--- src/rtl/hazard_ctrl_if.sv ---
// Signal bundle between the decode-side hazard inputs and the pipeline-register control pins.
interface hazard_ctrl_if;
  logic [4:0] id_rs1;
  logic [4:0] id_rs2;
  logic       id_use_rs1;
  logic       id_use_rs2;
  logic [4:0] ex_rd;
  logic       ex_memread;
  logic       ex_branch_taken;
  logic       mem_req;
  logic       mem_ready;
  logic       pc_stall;
  logic       ifid_stall;
  logic       ifid_flush;
  logic       idex_stall;
  logic       idex_bubble;
  logic       idex_flush;
  logic       exmem_stall;
  logic       mem_err;
  logic [1:0] ctrl_state;

  modport master (
    output id_rs1, id_rs2, id_use_rs1, id_use_rs2, ex_rd, ex_memread,
           ex_branch_taken, mem_req, mem_ready,
    input  pc_stall, ifid_stall, ifid_flush, idex_stall, idex_bubble,
           idex_flush, exmem_stall, mem_err, ctrl_state
  );

  modport slave (
    input  id_rs1, id_rs2, id_use_rs1, id_use_rs2, ex_rd, ex_memread,
           ex_branch_taken, mem_req, mem_ready,
    output pc_stall, ifid_stall, ifid_flush, idex_stall, idex_bubble,
           idex_flush, exmem_stall, mem_err, ctrl_state
  );
endinterface

--- src/rtl/hazard_ctrl.sv ---
// Pipeline hazard/stall controller: load-use bubbles, branch flushes and data-memory waits with timeout.
// Define HAZARD_PERF_CNT_EN to add saturating stall/flush/bubble cycle counters.
module hazard_ctrl #(
  parameter int LOAD_LAT    = 1,
  parameter int MEM_TIMEOUT = 255
) (
  input  logic         clk,
  input  logic         reset,
  hazard_ctrl_if.slave bus
`ifdef HAZARD_PERF_CNT_EN
  ,
  output logic [31:0]  stall_cnt,
  output logic [31:0]  flush_cnt,
  output logic [31:0]  bubble_cnt
`endif
);

  typedef enum logic [1:0] {
    RUN      = 2'd0,
    LU_STALL = 2'd1,
    MEM_WAIT = 2'd2
  } state_t;

  localparam logic [1:0]  LU_INIT = 2'(LOAD_LAT - 1);
  localparam logic [15:0] TIMEOUT = 16'(MEM_TIMEOUT);

  state_t      state, state_nxt;
  state_t      ret_state, ret_nxt;
  logic [1:0]  lu_cnt, lu_nxt;
  logic [15:0] wait_cnt, wait_nxt;
  logic        mem_err, mem_err_nxt;
  logic        haz, memwait;
  logic        pc_stall, ifid_stall, ifid_flush, idex_stall;
  logic        idex_bubble, idex_flush, exmem_stall;

  assign haz = bus.ex_memread & (bus.ex_rd != 5'd0) &
               ((bus.id_use_rs1 & (bus.id_rs1 == bus.ex_rd)) |
                (bus.id_use_rs2 & (bus.id_rs2 == bus.ex_rd)));
  assign memwait = bus.mem_req & ~bus.mem_ready;

  always_ff @(posedge clk or posedge reset) begin
    if (reset) begin
      state     <= RUN;
      ret_state <= RUN;
      lu_cnt    <= 2'd0;
      wait_cnt  <= 16'd0;
      mem_err   <= 1'b0;
    end else begin
      state     <= state_nxt;
      ret_state <= ret_nxt;
      lu_cnt    <= lu_nxt;
      wait_cnt  <= wait_nxt;
      mem_err   <= mem_err_nxt;
    end
  end

  // Priority in every state: memory wait, then branch flush, then load-use.
  always_comb begin
    state_nxt   = state;
    ret_nxt     = ret_state;
    lu_nxt      = lu_cnt;
    wait_nxt    = wait_cnt;
    mem_err_nxt = 1'b0;
    pc_stall    = 1'b0;
    ifid_stall  = 1'b0;
    ifid_flush  = 1'b0;
    idex_stall  = 1'b0;
    idex_bubble = 1'b0;
    idex_flush  = 1'b0;
    exmem_stall = 1'b0;
    if (!reset) begin
      case (state)
        RUN, LU_STALL: begin
          if (memwait) begin
            pc_stall    = 1'b1;
            ifid_stall  = 1'b1;
            idex_stall  = 1'b1;
            exmem_stall = 1'b1;
            state_nxt   = MEM_WAIT;
            ret_nxt     = state;
            wait_nxt    = 16'd1;
          end else if (bus.ex_branch_taken) begin
            ifid_flush = 1'b1;
            idex_flush = 1'b1;
            state_nxt  = RUN;
            if (state == LU_STALL) lu_nxt = 2'd0;
          end else if (state == LU_STALL) begin
            pc_stall    = 1'b1;
            ifid_stall  = 1'b1;
            idex_bubble = 1'b1;
            lu_nxt      = lu_cnt - 2'd1;
            if (lu_cnt == 2'd1) state_nxt = RUN;
          end else if (haz) begin
            pc_stall    = 1'b1;
            ifid_stall  = 1'b1;
            idex_bubble = 1'b1;
            if (LOAD_LAT > 1) begin
              state_nxt = LU_STALL;
              lu_nxt    = LU_INIT;
            end
          end
        end
        MEM_WAIT: begin
          if (bus.mem_ready) begin
            state_nxt = ret_state;
          end else if (wait_cnt == TIMEOUT) begin
            // Timeout releases exactly like a late ready, flagged one cycle later.
            state_nxt   = ret_state;
            mem_err_nxt = 1'b1;
          end else begin
            pc_stall    = 1'b1;
            ifid_stall  = 1'b1;
            idex_stall  = 1'b1;
            exmem_stall = 1'b1;
            wait_nxt    = wait_cnt + 16'd1;
          end
        end
        default: state_nxt = RUN;
      endcase
    end
  end

  assign bus.pc_stall    = pc_stall;
  assign bus.ifid_stall  = ifid_stall;
  assign bus.ifid_flush  = ifid_flush;
  assign bus.idex_stall  = idex_stall;
  assign bus.idex_bubble = idex_bubble;
  assign bus.idex_flush  = idex_flush;
  assign bus.exmem_stall = exmem_stall;
  assign bus.mem_err     = mem_err;
  assign bus.ctrl_state  = state;

`ifdef HAZARD_PERF_CNT_EN
  always_ff @(posedge clk or posedge reset) begin
    if (reset) begin
      stall_cnt  <= 32'd0;
      flush_cnt  <= 32'd0;
      bubble_cnt <= 32'd0;
    end else begin
      if (exmem_stall && (stall_cnt != 32'hFFFF_FFFF)) stall_cnt <= stall_cnt + 32'd1;
      if (ifid_flush && (flush_cnt != 32'hFFFF_FFFF)) flush_cnt <= flush_cnt + 32'd1;
      if (idex_bubble && (bubble_cnt != 32'hFFFF_FFFF)) bubble_cnt <= bubble_cnt + 32'd1;
    end
  end
`endif

endmodule

--- src/flat_wrapper.sv ---
// flat-port wrapper written by rule: the top's interface ports become plain ports
module hazard_ctrl_flat 
#(
  parameter int LOAD_LAT    = 1,
  parameter int MEM_TIMEOUT = 255
)
  (clk, reset, bus_id_rs1, bus_id_rs2, bus_id_use_rs1, bus_id_use_rs2, bus_ex_rd, bus_ex_memread, bus_ex_branch_taken, bus_mem_req, bus_mem_ready, bus_pc_stall, bus_ifid_stall, bus_ifid_flush, bus_idex_stall, bus_idex_bubble, bus_idex_flush, bus_exmem_stall, bus_mem_err, bus_ctrl_state);
  hazard_ctrl_if bus_i ();
  input  logic clk;
  input  logic reset;
  input wire logic [$bits(bus_i.id_rs1)-1:0] bus_id_rs1;
  input wire logic [$bits(bus_i.id_rs2)-1:0] bus_id_rs2;
  input wire logic [$bits(bus_i.id_use_rs1)-1:0] bus_id_use_rs1;
  input wire logic [$bits(bus_i.id_use_rs2)-1:0] bus_id_use_rs2;
  input wire logic [$bits(bus_i.ex_rd)-1:0] bus_ex_rd;
  input wire logic [$bits(bus_i.ex_memread)-1:0] bus_ex_memread;
  input wire logic [$bits(bus_i.ex_branch_taken)-1:0] bus_ex_branch_taken;
  input wire logic [$bits(bus_i.mem_req)-1:0] bus_mem_req;
  input wire logic [$bits(bus_i.mem_ready)-1:0] bus_mem_ready;
  output wire logic [$bits(bus_i.pc_stall)-1:0] bus_pc_stall;
  output wire logic [$bits(bus_i.ifid_stall)-1:0] bus_ifid_stall;
  output wire logic [$bits(bus_i.ifid_flush)-1:0] bus_ifid_flush;
  output wire logic [$bits(bus_i.idex_stall)-1:0] bus_idex_stall;
  output wire logic [$bits(bus_i.idex_bubble)-1:0] bus_idex_bubble;
  output wire logic [$bits(bus_i.idex_flush)-1:0] bus_idex_flush;
  output wire logic [$bits(bus_i.exmem_stall)-1:0] bus_exmem_stall;
  output wire logic [$bits(bus_i.mem_err)-1:0] bus_mem_err;
  output wire logic [$bits(bus_i.ctrl_state)-1:0] bus_ctrl_state;
  assign bus_i.id_rs1 = bus_id_rs1;
  assign bus_i.id_rs2 = bus_id_rs2;
  assign bus_i.id_use_rs1 = bus_id_use_rs1;
  assign bus_i.id_use_rs2 = bus_id_use_rs2;
  assign bus_i.ex_rd = bus_ex_rd;
  assign bus_i.ex_memread = bus_ex_memread;
  assign bus_i.ex_branch_taken = bus_ex_branch_taken;
  assign bus_i.mem_req = bus_mem_req;
  assign bus_i.mem_ready = bus_mem_ready;
  assign bus_pc_stall = bus_i.pc_stall;
  assign bus_ifid_stall = bus_i.ifid_stall;
  assign bus_ifid_flush = bus_i.ifid_flush;
  assign bus_idex_stall = bus_i.idex_stall;
  assign bus_idex_bubble = bus_i.idex_bubble;
  assign bus_idex_flush = bus_i.idex_flush;
  assign bus_exmem_stall = bus_i.exmem_stall;
  assign bus_mem_err = bus_i.mem_err;
  assign bus_ctrl_state = bus_i.ctrl_state;
  hazard_ctrl #(.LOAD_LAT(LOAD_LAT), .MEM_TIMEOUT(MEM_TIMEOUT)) u_core (.clk(clk), .reset(reset), .bus(bus_i));
endmodule
--- config.mk ---
export PLATFORM = sky130hd
export DESIGN_NAME = hazard_ctrl_flat
export DESIGN_NICKNAME = d
export VERILOG_FILES = /design/src/rtl/hazard_ctrl_if.sv /design/src/rtl/hazard_ctrl.sv /design/src/flat_wrapper.sv
export SDC_FILE = /design/constraint.sdc
export NUM_CORES = 1
export LEC_CHECK = 0
export CORE_MARGIN = 2
export CORE_UTILIZATION = 38
export CTS_CLUSTER_SIZE = 10
export DETAILED_ROUTE_END_ITERATION = 10
export PLACE_DENSITY_LB_ADDON = 0.05
export SYNTH_ARGS = -nofsm -noshare
export SYNTH_HDL_FRONTEND = slang
export SYNTH_SLANG_ARGS = --single-unit
--- constraint.sdc ---
create_clock -name clk -period 1.8 [get_ports clk]
set_clock_uncertainty 0.05 [all_clocks]
set_input_delay 0.18 -clock clk [delete_from_list [all_inputs] [get_ports clk]]
set_output_delay 0.18 -clock clk [all_outputs]
set_load 0.01 [all_outputs]
==> flow_summary.yaml <==
synthesis:
  syn_nets: 170
  synth_edf_count: 0
  synth_top_area_share_pct: 40.39
  synth_top_area_cell: "sky130_fd_sc_hd__dfrtp_1"
  synth.yosys.seq_area_share_pct: 40.39
  post_synth_main_area_contributors: "sky130_fd_sc_hd__dfrtp_1 40%, sky130_fd_sc_hd__xnor2_1 6.8%, sky130_fd_sc_hd__xor2_1 5.5%"
  yosys.cell_count.top_type: "sky130_fd_sc_hd__dfrtp_1"
  share_of_flip_flops_with_an_asynchronous_set_or_reset_pct: 100.0
  synth.distinct_cells: 38
  cells_after_synthesis: 145
  ys_warns: 0
  syn_area_um2: 1425
  synth_top_cells_by_count: "23 x sky130_fd_sc_hd__dfrtp_1, 11 x sky130_fd_sc_hd__nand2_1, 11 x sky130_fd_sc_hd__nand4_1, 11 x sky130_fd_sc_hd__xnor2_1, 10 x sky130_fd_sc_hd__nor2_1"
  most_instantiated_flip_flop_cell_in_the_synthesis_netlist: "sky130_fd_sc_hd__dfrtp_1"
  ys_seq_elements: 23
  per_instance_average_area_after_synthesis_um2: 9.828
drt:
  viasPerCell: 5.059
  routed_wire_length_per_instance_um: 14.81
  initialDrtViolationCount: 32
  route.detailed.drc: 0
  drt_pass1_iterations: 4
  antenna_left: 0
  finalWirelength_mm: 3.983
  via_count: 1361
clocking:
  cts.reportedPaths.clkPinSlew_ns: 0.09
  numCtsBuffers: 3
  cts_root_buffer: "sky130_fd_sc_hd__clkbuf_8"
  tritoncts: "yes"
  clkSinkCount: 23
  cts.path.max_buffers: 2
  cts-htree-levels: 1
  worst_skew_pair.late_latency_ns: 0.27
finish:
  num_antenna_cells: 0
  finish.net_count: 247
  final_core_util_pct: 61.88
  layout.cells.non_filler: 269
  postLayoutCellArea_um2: 2248
  final_layout_size_suffix_gt1_share_pct: 34.39
  layout-area-overhead-vs-synth_pct: 57.77
placed_design:
  detailed_place.area_um2: 2051
  dpl.cell_count: 252
  routability_driven_placement_congestion_ratio: 0.7931
  place_hpwl_mm: 2.889
  io_buffer_count: 32
power:
  power_density_nw_per_um2: 671.1
  max-vdd-ir-drop_v: 0.0004424
  total_leakage_power_nw: 1.136
setup_path:
  timing.critical_path.to_type: "primary output"
  worst_ep_arrival_time_ns: 1.82
  timing.setup.critical_path_class: "reg -> out"
  cp_data_required_time_ns: 1.57
  crit_path_start_kind: "flip-flop"
  worst_stage_delay_on_the_critical_path_ns: 0.42
  worstPathCellList: "nor4_4 -> nand4_4 -> and2_4 -> nor2_4 -> buf_6 -> o41ai_4 -> buf_2"
  crit-reg2reg-launch: "u_core.wait_cnt[0]"
  slowest_stage: "sky130_fd_sc_hd__dfrtp_1"
  setup.worst_path.start: "u_core.wait_cnt[15]"
  path_max_fanout: 2
sta:
  max_clock_freq_ghz: 0.4873
  timing_hold_violations_final: 0
  setup_tns_ns: -0.9025
  report.final.setup_viol: 5
  slack_of_the_critical_path_ns: -0.2520
  timing.final.crit_share_pct: 114.0
  grt_setup_unrepaired: "yes"
  final-max-slew-violation-count: 0
  worstMarginPinSlew_ns: 0.3269
  final.min_clock_period_ns: 2.052
  max-slew-margin-rel_pct: 78.04
floorplan:
  die_h_um: 65.24
  rows: 22
  die_area_um2: 4256
  initial_core_utilization_pct: 39.22
  pin_count: 33
  die_x_um: 65.24
  core_region_area_um2: 3633
status:
  failed_checks: "setup timing"
  status: "complete, but fails checks"
global_route:
  grt.total_usage_pct: 19.67
  grt_first_pass_wirelength_mm: 6.430
  grt_pass1_vias: 1385
  antenna_found_initial: 0
  grt_max_degree: 14
  remaining_global_route_overflow: 0
hold_path:
  min_from: "bus_mem_ready"
  hp-class: "in -> reg"
flow_run:
  maxCapViolCount: 0
## metal layers
layer	share of wire (%)	global-route usage [%]	routed length, um
met4	0.90	4.688	36
met5	0	0	0
met1	42	22.71	1656
met3	3.3	3.253	131
met2	54	37.50	2158
## cells in the final DEF (no fill, tap or decap), types with 4 or more instances in the layout
cell type	count
sky130_fd_sc_hd__dfrtp_1	23
sky130_fd_sc_hd__nand2_1	11
sky130_fd_sc_hd__nor2_1	10
sky130_fd_sc_hd__dlygate4sd2_1	7
sky130_fd_sc_hd__clkdlybuf4s50_1	15
sky130_fd_sc_hd__nand3_1	4
sky130_fd_sc_hd__o21ai_0	4
sky130_fd_sc_hd__buf_4	44
sky130_fd_sc_hd__xnor2_1	10
sky130_fd_sc_hd__dlymetal6s2s_1	5
sky130_fd_sc_hd__buf_6	5
sky130_fd_sc_hd__and3_1	5
sky130_fd_sc_hd__xor2_1	9
sky130_fd_sc_hd__nand4_1	11
## critical path: cells and delay by family, from the launching register on
family | cells | cell delay [ns]
and+or+nand+nor | 4 | 0.82
DFF | 1 | 0.42
buffers and inverters | 2 | 0.25
AOI/OAI and AO/OA | 1 | 0.06
## path summary, 6_finish.rpt
| check | to | slack, ns | depth (start not counted) |
|---|---|---|---|
| worst min register to register | u_core.lu_cnt[1] | 0.44 | 2 |
| worst max-delay path | bus_pc_stall | -0.25 | 7 |
| worst min-delay path | u_core.bus.ctrl_state[1] | 0.29 | 4 |
| min in group asynchronous | u_core.wait_cnt[8] | 0.55 | 4 |
| max in group asynchronous | u_core.wait_cnt[4] | 0.97 | 4 |
| worst max register to register | u_core.wait_cnt[1] | -0.03 | 10 |
## sequential cells by signal (all words and copies together), names as in the netlist
register	cells
u_core.wait_cnt	16
u_core.ret_state	2
u_core.bus.mem_err	1
u_core.bus.ctrl_state	2
u_core.lu_cnt	2
## report_power, final
group	total (mW)	internal, mW	switching [mW]
Combinational	0.559	0.315	0.244
Clock	0.331	0.155	0.176
Sequential	0.618	0.576	0.0417
## stage by stage
stage / power [mW] / setup WS (ns) / hold WS (ns)
after floorplan: 0.8793 / -0.01888 / 0.2972
after global placement: 1.123 / -0.6236 / 0.4157
after detailed placement: 1.140 / -0.6539 / 0.4216
after CTS: 1.491 / -0.2199 / 0.4418
after global routing: 1.607 / -0.3314 / 0.3528
final: 1.509 / -0.2520 / 0.2900
## cells by family (layout without fill, tap and decap cells)
| logic type | Yosys count | in the layout | synth area share, % |
|---|---|---|---|
| AOI/OAI and AO/OA | 18 | 18 | 8.253 |
| xor gates and xnor gates | 20 | 20 | 12.29 |
| adders and majority gates | 2 | 2 | 1.756 |
| buffers and inverters | 12 | 88 | 5.180 |
| DFF | 23 | 23 | 40.39 |
| muxes | 3 | 3 | 2.107 |
| and+or+nand+nor | 67 | 67 | 30.03 |
## cell type report
cell class,count,area (um2)
clock buffers,3,41.29
multi-input cells,110,853.3
fillers,313,1385
clock inverters,1,5.005
inverters,4,17.52
flip-flops and latches,23,575.6
well taps,48,60.06
repair buffers,80,695.7
## what timing repair did
| action | 4_1_cts | 5_1_grt |
|---|---|---|
| buffers inserted | 5 | 9 |
| pin swaps | 6 | 13 |
| resized for setup | 39 | 11 |
| gates cloned | 0 | 0 |
| hold buffers | 0 | 0 |
| setup endpoints to repair | 7 | 16 |
Note: power is estimated with default switching activity, not from simulation.
==> RTL edit 1 (config.mk and constraints unchanged) <==
One comparison of `wait_cnt` changes from == to >=.
--- a/src/rtl/hazard_ctrl.sv
+++ b/src/rtl/hazard_ctrl.sv
@@ -103,7 +103,7 @@
         MEM_WAIT: begin
           if (bus.mem_ready) begin
             state_nxt = ret_state;
-          end else if (wait_cnt == TIMEOUT) begin
+          end else if (wait_cnt >= TIMEOUT) begin
             // Timeout releases exactly like a late ready, flagged one cycle later.
             state_nxt   = ret_state;
             mem_err_nxt = 1'b1;
Check against the original RTL: no difference found for any inputs over 10 cycles, from zero or initial values and one cycle with reset high; that may be too few to reach the edited logic, so the function may still have changed.
==> RTL edit 1 against the original RTL <==
Power is 32% higher; sequential cell count unchanged; largest cell class unchanged; non-clock buffer count grew 8; synthesized area is essentially flat; via count rose by 2.6%; highest routed layer unchanged; largest power group is now combinational cells; worst setup slack worse by 0.14 ns; critical path depth shrank 1; the run still ends with negative setup slack left; cell area increased by 5.8%; critical endpoint is now bus_ifid_stall; maximum frequency decreased by 6.2%; wire length increased by 3.4%; sequential power is 1% higher; synthesized cell count decreased by 1.4%.
==> RTL edit 1: results <==
[route]
wl_met2_mm = 2.183
avgRoutedWirePerCell_um = 14.82
detailroute.via_count = 1396
detail_route.first_pass.iterations = 4
dr_iter_0_viols = 79
highest-signal-layer = met4
wl_met1_mm = 1.801
met3_wirelength_um = 92

[setup_path]
timing.critical_path.slowest_stage_cell = sky130_fd_sc_hd__dfrtp_1
critical_path.max_stage_delay_ns = 0.43
critPathArrivalTime_ns = 1.96
crit_path_capture_type = output port
crit_family = compound AO/OA/AOI/OAI gates
timing.critical_path.fanout_max = 2

[yosys]
synth_cell_type_count = 43
yosysSeqAreaShare_pct = 40.42
compound_gate_portion_of_the_synthesized_area_pct = 18.19
leading_cell_types_by_count_after_synthesis = sky130_fd_sc_hd__dfrtp_1 (23), sky130_fd_sc_hd__and2_1 (11), sky130_fd_sc_hd__nand2_1 (10)
xor_xnor_portion_of_the_synthesized_cell_area_pct = 6.151
syn_nets = 168
yosys.area_share.adder_pct = 1.757
ys_top_cells_by_area = sky130_fd_sc_hd__dfrtp_1 (40%), sky130_fd_sc_hd__xor2_1 (4.9%), sky130_fd_sc_hd__and2_1 (4.8%)
syn_avg_cell_area_um2 = 9.957
synthMuxAreaShare_pct = 4.306

[place]
place.port_buffers = 32
place_area_um2 = 2141
dp_hpwl_mm = 3.046
gpl.final_weighted_congestion = 0.8066

[layout]
insertedDiodeCount = 0
post_route_cells_drive_above_1_share_pct = 40.00
fillers = 310
finish.net_count = 256
stdcell_count = 278
largest_register = u_core.wait_cnt

[timing]
setup_ws_ns = -0.3875
final-setup-viol-count = 7
tightest_slew_ns = 0.3060

[clock_tree]
clock_latency_ns = 0.27
clk_root_buffer_cell = sky130_fd_sc_hd__clkbuf_8
clockBufferDepth = 2
clock_tree.htree_level_count = 1
numCtsBuffers = 3
clk_transition_reported_paths_ns = 0.10

[power_and_ir_drop]
leak_pwr_nw = 1.106
irDropWorstVdd_mv = 0.4514

[grt]
wire_length_of_the_first_global_routing_pass_mm = 6.679
gr-usage-all-layers_pct = 20.03
grt_max_degree = 25

[run_status]
run_status = complete, but fails checks
violated_checks = negative setup slack

[hold_path]
hold_path_class = input pin to async pin
RTL edit 1: what timing repair did:
action                     in CTS  in global routing
buffers inserted                7                  6
pin swaps                      10                 11
setup endpoints to repair      17                 18
cloned                          0                  0
gates resized for setup        38                 21
RTL edit 1: worst reg2reg max path, stage by stage, from the launching register on:
cell and delay, ns:
sky130_fd_sc_hd__dfrtp_1 0.40, sky130_fd_sc_hd__buf_6 0.12, sky130_fd_sc_hd__nor2b_4 0.17, sky130_fd_sc_hd__buf_6 0.14, sky130_fd_sc_hd__buf_6 0.10, sky130_fd_sc_hd__o211ai_1 0.10
sky130_fd_sc_hd__or4_4 0.54, sky130_fd_sc_hd__a21oi_2 0.17
RTL edit 1: area by class of cell:
cell class	count	area [µm²]	area share, %
clock buffer	3	41.29	1.735
clock inverter	1	7.507	0.3155
inverter	8	33.78	1.420
multi-input combinational	107	913.4	38.38
sequential	23	575.6	24.19
tap	48	60.06	2.524
timing repair buffer	88	748.2	31.44
RTL edit 1: metal layers:
| layer | up-vias | track usage [%] |
|---|---|---|
| met4 | 0 | 5.729 |
| li1 | 700 | - |
| met5 | - | 0 |
| met2 | 26 | 33.42 |
| met1 | 664 | 26.90 |
| met3 | 6 | 3.082 |
RTL edit 1: where the power goes:
group          internal, mW  switching (mW)  total (mW)
combinational         0.584           0.437        1.02
clock                 0.157           0.187       0.344
sequential            0.585          0.0416       0.627
total                  1.33           0.666        1.99
RTL edit 1: per-stage QoR:
step / TNS, ns / power [mW] / setup slack, ns / hold slack [ns]
2_1_floorplan: -0.09827 / 1.002 / -0.09827 / 0.008490
3_3_place_gp: -3.281 / 1.419 / -0.4811 / 0.4126
3_5_place_dp: -3.908 / 1.447 / -0.5383 / 0.4257
4_1_cts: -1.570 / 1.878 / -0.4397 / 0.3192
5_1_grt: -2.480 / 2.116 / -0.4830 / 0.3450
6_report: -1.713 / 1.992 / -0.3875 / 0.3071
RTL edit 1: worst paths after layout:
| kind | start | end | slack (ns) | cells after the start |
|---|---|---|---|---|
| min | reset | u_core.wait_cnt[5]$_DFFE_PP0P_ | 0.31 | 3 |
| max in group asynchronous | reset | u_core.ret_state[1]$_DFFE_PP0P_ | 1.14 | 3 |
| min in group clk | u_core.ret_state[1]$_DFFE_PP0P_ | u_core.ret_state[1]$_DFFE_PP0P_ | 0.44 | 1 |
| min reg2reg | u_core.ret_state[1]$_DFFE_PP0P_ | u_core.ret_state[1]$_DFFE_PP0P_ | 0.44 | 1 |
| max reg2reg | u_core.bus.ctrl_state[1]$_DFFE_PP0P_ | u_core.wait_cnt[5]$_DFFE_PP0P_ | -0.05 | 7 |
| max | u_core.wait_cnt[9]$_DFFE_PP0P_ | bus_ifid_stall | -0.39 | 6 |
==> RTL edit 2 (same flow settings) <==
Made on the original files. `MEM_TIMEOUT` is set to 255 in 2 places; all go to 128.
--- a/src/rtl/hazard_ctrl.sv
+++ b/src/rtl/hazard_ctrl.sv
@@ -2,7 +2,7 @@
 // Define HAZARD_PERF_CNT_EN to add saturating stall/flush/bubble cycle counters.
 module hazard_ctrl #(
   parameter int LOAD_LAT    = 1,
-  parameter int MEM_TIMEOUT = 255
+  parameter int MEM_TIMEOUT = 128
 ) (
   input  logic         clk,
   input  logic         reset,
--- a/src/flat_wrapper.sv
+++ b/src/flat_wrapper.sv
@@ -2,7 +2,7 @@
 module hazard_ctrl_flat 
 #(
   parameter int LOAD_LAT    = 1,
-  parameter int MEM_TIMEOUT = 255
+  parameter int MEM_TIMEOUT = 128
 )
   (clk, reset, bus_id_rs1, bus_id_rs2, bus_id_use_rs1, bus_id_use_rs2, bus_ex_rd, bus_ex_memread, bus_ex_branch_taken, bus_mem_req, bus_mem_ready, bus_pc_stall, bus_ifid_stall, bus_ifid_flush, bus_idex_stall, bus_idex_bubble, bus_idex_flush, bus_exmem_stall, bus_mem_err, bus_ctrl_state);
   hazard_ctrl_if bus_i ();
Check against the original RTL: no difference found for any inputs over 10 cycles, from zero or initial values and one cycle with reset high; that may be too few to reach the edited logic, so the function may still have changed.
==> RTL edit 2 against the original RTL <==
The run still ends with negative setup slack left; power increased by 2.3%; largest cell class unchanged; worst setup slack lost 0.073 ns; critical endpoint is now u_core.wait_cnt[15]$_DFFE_PP0P_; worst hold slack lost 0.044 ns; wire length increased by 0.68%; synthesized area down 1.2%; first-iteration DRC count up 130%; sequential cell count is the same; cell area grew 6.5%.
==> RTL edit 2: results <==
[timing]
hold_ws_ns = 0.2455
final-setup-viol-count = 15
tightest_slew_ns = 0.3407
final.setup.tns_ns = -3.581
setup_ws_ns = -0.3251

[grt]
grt_max_degree = 22

[place]
gpl.final_weighted_congestion = 0.8323
dp_hpwl_mm = 2.786

[yosys]
ys_top_cells_by_area = sky130_fd_sc_hd__dfrtp_1 (41%), sky130_fd_sc_hd__xor2_1 (5.6%), sky130_fd_sc_hd__nand2_1 (4.0%)
syn_nets = 183
yosysSeqAreaShare_pct = 40.89
syn_avg_cell_area_um2 = 8.966
synth_cell_type_count = 40

[route]
avgRoutedWirePerCell_um = 14.12
vias_per_cell = 5.169

[setup_path]
timing.critical_path.slowest_stage_cell = sky130_fd_sc_hd__or4_4
ff2ff_path_depth = 4
crit_path_capture_type = register
critical_path.max_stage_delay_ns = 0.58

[power_and_ir_drop]
leak_pwr_nw = 1.113
irDropWorstVdd_mv = 0.3859

[hold_path]
hold_path_class = input pin to async pin

[run_status]
violated_checks = negative setup slack
run_status = complete, but fails checks

[layout]
stdcell_count = 284
post_route_cells_drive_above_1_share_pct = 40.68
layout.area.seq_um2 = 576.8
fillers = 305
[RTL edit 2: cell count changes after synthesis, sizes merged, moves of 5 or more]
cell / change
a21oi: +6
o21ai: +5
xnor2: -5
nor2: -5
nand4: -7
[RTL edit 2: logic make-up (layout without fill, tap and decap cells)]
group	count (synthesis)	count (layout)	share of synthesized area [%]
xor+xnor	15	15	9.334
mux	3	3	2.311
buf+inv	17	96	6.133
flops	23	23	40.89
compound gates	31	31	13.33
simple gates	65	65	25.33
fa+ha+maj	3	3	2.667
[RTL edit 2: power groups by stage]
stage | clock network [mW] | registers (mW) | logic, mW
2_1_floorplan | 0 | 0.623 | 0.224
3_3_place_gp | 0 | 0.607 | 0.478
3_5_place_dp | 0 | 0.611 | 0.490
4_1_cts | 0.330 | 0.606 | 0.550
5_1_grt | 0.352 | 0.614 | 0.675
6_report | 0.323 | 0.607 | 0.614
[RTL edit 2: final cells by class]
class                   count  share of cell area [%]
clock buffers               4                   1.882
inverters                   8                   1.255
multi-input cells         117                   38.89
flip-flops and latches     23                   24.10
well taps                  48                   2.509
repair buffers             84                   31.36
[RTL edit 2: timing repair]
item / 4_1_cts / 5_1_grt
setup endpoints to repair: 19 / 22
cloned: 0 / 0
pin swaps: 10 / 14
gates resized for setup: 44 / 38
setup buffers: 14 / 5
[RTL edit 2: layer usage]
metal | global-route usage [%] | vias up | wire (µm)
met3 | 1.563 | 8 | 166
met2 | 34.92 | 47 | 2112
met5 | 0 | - | 0
met1 | 24.00 | 695 | 1659
li1 | - | 718 | -
met4 | 7.181 | 0 | 71
